===== config.mk =====
export PLATFORM = sky130hd
export DESIGN_NAME = countdown_timer
export DESIGN_NICKNAME = d
export VERILOG_FILES = /design/src/rtl/countdown_pkg.sv /design/src/rtl/seg7_decoder.sv /design/src/rtl/countdown_timer.sv
export SDC_FILE = /design/constraint.sdc
export NUM_CORES = 1
export LEC_CHECK = 0
export CORE_MARGIN = 10
export CORE_UTILIZATION = 50
export CTS_CLUSTER_DIAMETER = 80
export DETAILED_ROUTE_END_ITERATION = 8
export MAX_ROUTING_LAYER = met4
export PLACE_DENSITY_LB_ADDON = 0.15
export SYNTH_ARGS = -nofsm -noshare
export SYNTH_HDL_FRONTEND = slang
export SYNTH_SLANG_ARGS = --single-unit

===== constraint.sdc =====
create_clock -name Clk100M -period 4 [get_ports Clk100M]
set_input_delay 0.6 -clock Clk100M [delete_from_list [all_inputs] [get_ports Clk100M]]
set_output_delay 0.6 -clock Clk100M [all_outputs]
set_load 0.005 [all_outputs]

===== src/rtl/countdown_pkg.sv =====
// Shared types and constants for the countdown timer block.
package countdown_pkg;

    localparam int CNT_W = 4;

    typedef enum logic [1:0] {
        IDLE,
        COUNT,
        DONE
    } state_t;

    localparam logic [7:0] SEG_BLANK = 8'hFF;

    // Active-low {dp,g,f,e,d,c,b,a}; entry i is the pattern for digit i.
    localparam logic [9:0][7:0] DIGITS = {
        8'h90, 8'h80, 8'hF8, 8'h82, 8'h92,
        8'h99, 8'hB0, 8'hA4, 8'hF9, 8'hC0
    };

endpackage


===== src/rtl/seg7_decoder.sv =====
// Combinational 4-bit value to active-low 7-segment pattern; values above 9 blank.
module seg7_decoder
    import countdown_pkg::*;
(
    input  logic [CNT_W-1:0] value,
    output logic [7:0]       pattern
);

    // Table lookup with blank as the fallback for out-of-range values
    always_comb begin
        pattern = SEG_BLANK;
        for (int i = 0; i < 10; i++) begin
            if (value == CNT_W'(i)) pattern = DIGITS[i];
        end
    end

endmodule


===== src/rtl/countdown_timer.sv =====
// Preliminary-period countdown: loads a level-dependent length on a start edge
// and decrements once per synchronised Clk1Hz rise, showing the digit on seg.
// Optional COUNTDOWN_DONE_HOLD_EN: after expiry hold "0" on the display in a
// DONE state until the next start edge instead of blanking.
module countdown_timer
    import countdown_pkg::*;
#(
    parameter int MIN_SECONDS = 3,
    parameter int MAX_SECONDS = 9,
    parameter int SYNC_STAGES = 2
) (
    input  logic       Clk100M,
    input  logic       Rst,
    input  logic       Clk1Hz,
    input  logic [3:0] curLevel,
    input  logic       start,
    output logic       doneCounting,
    output logic [7:0] seg
);

    logic [SYNC_STAGES-1:0] sync_q;
    logic                   synced_d;
    logic                   start_q;
    logic                   tick;
    logic                   start_edge;

    logic [4:0]             len_sum;
    logic [CNT_W-1:0]       len;
    logic [CNT_W-1:0]       count;
    logic [CNT_W-1:0]       count_dec;
    logic [7:0]             seg_len;
    logic [7:0]             seg_dec;
    state_t                 state;

    // Synchronise Clk1Hz and keep the previous samples for edge detection
    always_ff @(posedge Clk100M) begin
        if (Rst) begin
            sync_q   <= '0;
            synced_d <= 1'b0;
            start_q  <= 1'b0;
        end else begin
            sync_q[0] <= Clk1Hz;
            for (int i = 1; i < SYNC_STAGES; i++) sync_q[i] <= sync_q[i-1];
            synced_d <= sync_q[SYNC_STAGES-1];
            start_q  <= start;
        end
    end

    assign tick       = sync_q[SYNC_STAGES-1] & ~synced_d;
    assign start_edge = start & ~start_q;

    // 5-bit sum so level 15 cannot wrap before the clamp
    assign len_sum   = 5'(MIN_SECONDS) + {1'b0, curLevel};
    assign len       = (len_sum > 5'(MAX_SECONDS)) ? CNT_W'(MAX_SECONDS) : len_sum[CNT_W-1:0];
    assign count_dec = count - CNT_W'(1);

    // Decode both candidate next values so seg updates on the same edge as count
    seg7_decoder u_dec_len (.value(len),       .pattern(seg_len));
    seg7_decoder u_dec_cnt (.value(count_dec), .pattern(seg_dec));

    // Countdown FSM with registered count, display and done pulse
    always_ff @(posedge Clk100M) begin
        if (Rst) begin
            state        <= IDLE;
            count        <= '0;
            doneCounting <= 1'b0;
            seg          <= SEG_BLANK;
        end else begin
            doneCounting <= 1'b0;
            case (state)
                IDLE, DONE: begin
                    if (start_edge) begin
                        state <= COUNT;
                        count <= len;
                        seg   <= seg_len;
                    end
                end
                COUNT: begin
                    // A restart takes priority over a coincident tick
                    if (start_edge) begin
                        count <= len;
                        seg   <= seg_len;
                    end else if (tick) begin
                        if (count > CNT_W'(1)) begin
                            count <= count_dec;
                            seg   <= seg_dec;
                        end else begin
                            count        <= '0;
                            doneCounting <= 1'b1;
`ifdef COUNTDOWN_DONE_HOLD_EN
                            state        <= DONE;
                            seg          <= DIGITS[0];
`else
                            state        <= IDLE;
                            seg          <= SEG_BLANK;
`endif
                        end
                    end
                end
                default: begin
                    state <= IDLE;
                    seg   <= SEG_BLANK;
                end
            endcase
        end
    end

endmodule


==> results.ini <==
[outcome]
status=completed

[die]
die_h_um=78.06
die-area_mm2=0.006093
die_w_um=78.06
core-area_mm2=0.003284
io_pins=17
row_count=21
start_util_pct=51.31

[worst_setup_path]
crit_top_cell=inv_1
critPathTopFamily=compound AO/OA/AOI/OAI gates
worst_path_max_delay_cell=clkdlybuf4s50_1
cp-start-kind=input pin
path_class=in2reg
critPathRequiredTime_ns=4.23
crit_chain=clkdlybuf4s50_1, inv_1, ha_1, inv_1, a22o_1, a21oi_1, o311ai_0, o211ai_1
critical_path.max_stage_delay_ns=0.64
setup.worst_path.end_class=register
arrival_ns=3.09
crit_buf_inv=3
crit_fanout=14

[logic_synthesis]
synth_edf_count=0
synth_ff_type=dfxtp_1
ys_warn_count=0
synth.avg_cell_area_um2=7.265
yosysSeqAreaShare_pct=20.19
synth_cell_types=57
async_flop_share_pct=0
syn_nets=247
synthCells=232
syn_area_mm2=0.001685
ys_ff_latch=17

[placement]
gp_congestion=0.9544
hpwl_um=3148
port_buffers=15
postPlaceCellArea_mm2=0.001807
pre_cts_slack_ns=0.8587

[clocking]
cts_buffers=3
cts.sink_count=17
cts_resized=0
clockBufferDepth=2
post-cts-setup-buffer-count=0
ctsHtreeMaxLevel=1
cts_tree=built
clk_latency_ns=0.30
clkTransAtPathRegs_ns=0.11
clockRootBuffer=clkbuf_4
holdBufCountCts=0

[sta]
fmax_mhz=349.7
skew_ns=0.001479
relSlewSlack_pct=46.20
tns_ns=0
tightest_slew_ns=0.8045
grt_setup_unrepaired=no
fin_crit_ns=2.860
fin_crit_sh_pct=71.49
worst_slack_ns=1.140
slew_violations=0
setup-violations-final=0
hold_viol=0

[global_routing]
grt_remaining_overflow=0
antenna_found_initial=0
grt_pass1_wl_um=7334
grt_pass1_vias=1553
grt_max_degree=23
grt_usage_pct=14.41

[pwr]
vdd_drop_max_mv=0.1432
p_per_area_mw_per_mm2=292.3
leakagePower_nw=0.6364

[route]
drt-pass1-iter-count=4
vias_per_cell=6.029
drt_iter0_drc=171
vias=1670
drt_wl_total_um=4258
wire_per_inst_um=15.37
drc=0
ant_nets=0

[cells_and_area]
nets=247
final_layout_size_suffix_gt1_share_pct=6.926
area_delta_synth_final_pct=8.835
antenna_cells=0
design_area_mm2=0.001834

[job]
drv_cap=0

[worst_hold_path]
min_path_type=reg2reg

routing by layer:
metal  routed length, um  vias up  share of wire [%]  GRT usage (%)
met5                   0        -                  0              -
met4                  59        0                1.4          4.301
met3                 190        8                4.5          2.847
met2                1958       46                 46          21.63
met1                2050      755                 48          19.04
li1                    -      861                  -              -
through the flow:
| step | total power (W) | instances | utilization [%] | hold WS [ns] |
|---|---|---|---|---|
| after CTS | 0.0005378 | 277 | 55.85 | 0.4626 |
| after detailed placement | 0.0004379 | 273 | 55.01 | 0.4360 |
| after global placement | 0.0004390 | 273 | 55.01 | 0.4260 |
| final | 0.0005361 | 277 | 55.85 | 0.4602 |
| after global routing | 0.0005764 | 277 | 55.85 | 0.4901 |
| after floorplan | 0.0003789 | 232 | - | 0.4138 |
cells by family after synthesis:
logic type | Yosys count | synth area share (%)
mux | 1 | 0.5939
buf+inv | 32 | 8.241
other cells | 1 | 0.2225
flops | 17 | 20.19
xor+xnor | 9 | 4.677
compound gates | 87 | 35.19
simple gates | 77 | 25.09
fa+ha+maj | 8 | 5.790
worst paths after layout:
path	start	endpoint	slack (ns)	depth (start not counted)
max	curLevel[1]	seg[1]	1.14	8
min	sync_q[0]	sync_q[1]	0.46	1
max reg2reg	count[0]	seg[2]	1.57	8
min reg2reg	sync_q[0]	sync_q[1]	0.46	1
synthesized netlist by cell type (all sizes together), types with 2 or more instances:
cell     n  area, um^2
or4      3       30.03
inv     10       37.54
o31ai    3       22.52
o21a     2       15.01
or3      5       31.28
nor4     2       12.51
a311oi   2       17.52
nand3b   3       22.52
or2      2       12.51
xor2     3       26.28
nor3    15       75.07
o221a    3       33.78
o21ai   15       75.07
nor2b    5       31.28
a21oi   21       105.1
o22ai    2       12.51
clkbuf  17       63.81
a31oi    5       31.28
ha       7       87.58
dfxtp   17       340.3
a211oi   7       52.55
nand2b   6       37.54
nand2   11       41.29
o311ai   2       17.52
o211ai   8       65.06
a22oi    2       15.01
nand3    7       35.03
xnor2    6       52.55
and2     5       33.78
o21bai   2       15.01
nor2    10       37.54
buf      5       37.54
a21o     2       15.01
sequential cells by signal, summed over array words and instances (netlist names):
name,count
count,4
doneCounting,1
seg,7
start_q,1
state,1
sync_q,2
synced_d,1
power by group:
part	switching [W]	internal, W
sequential	0.0000170	0.000183
combinational	0.000134	0.000103
clock	0.0000621	0.0000373
total	0.000213	0.000323
cells in the final DEF, fill, tap and decap left out, types with 3 or more instances in the layout:
| cell type | netlist | routed |
|---|---|---|
| a211oi_1 | 7 | 7 |
| a21oi_1 | 21 | 21 |
| a31oi_1 | 5 | 5 |
| clkbuf_4 | 0 | 3 |
| clkdlybuf4s50_1 | 0 | 15 |
| dfxtp_1 | 17 | 17 |
| ha_1 | 7 | 7 |
| inv_1 | 10 | 10 |
| nand2_1 | 11 | 11 |
| nand2b_1 | 6 | 6 |
| nand3_1 | 7 | 7 |
| nand3b_1 | 3 | 3 |
| nor2_1 | 10 | 10 |
| nor2b_1 | 5 | 5 |
| nor3_1 | 15 | 15 |
| o211ai_1 | 7 | 7 |
| o21ai_0 | 13 | 13 |
| o221a_2 | 3 | 3 |
| o31ai_1 | 3 | 3 |
| or3_1 | 5 | 5 |
| xnor2_1 | 6 | 6 |
| xor2_1 | 3 | 3 |
final cells by class:
class | instances | area, um^2
inverter | 10 | 37.54
clock buffer | 3 | 22.52
sequential | 17 | 340.3
multi-input combinational | 183 | 1206
clock inverter | 1 | 5.005
timing repair buffer | 17 | 165.2
fill | 324 | 1450
tap | 46 | 57.56
Note: power is estimated with default switching activity, not from simulation.
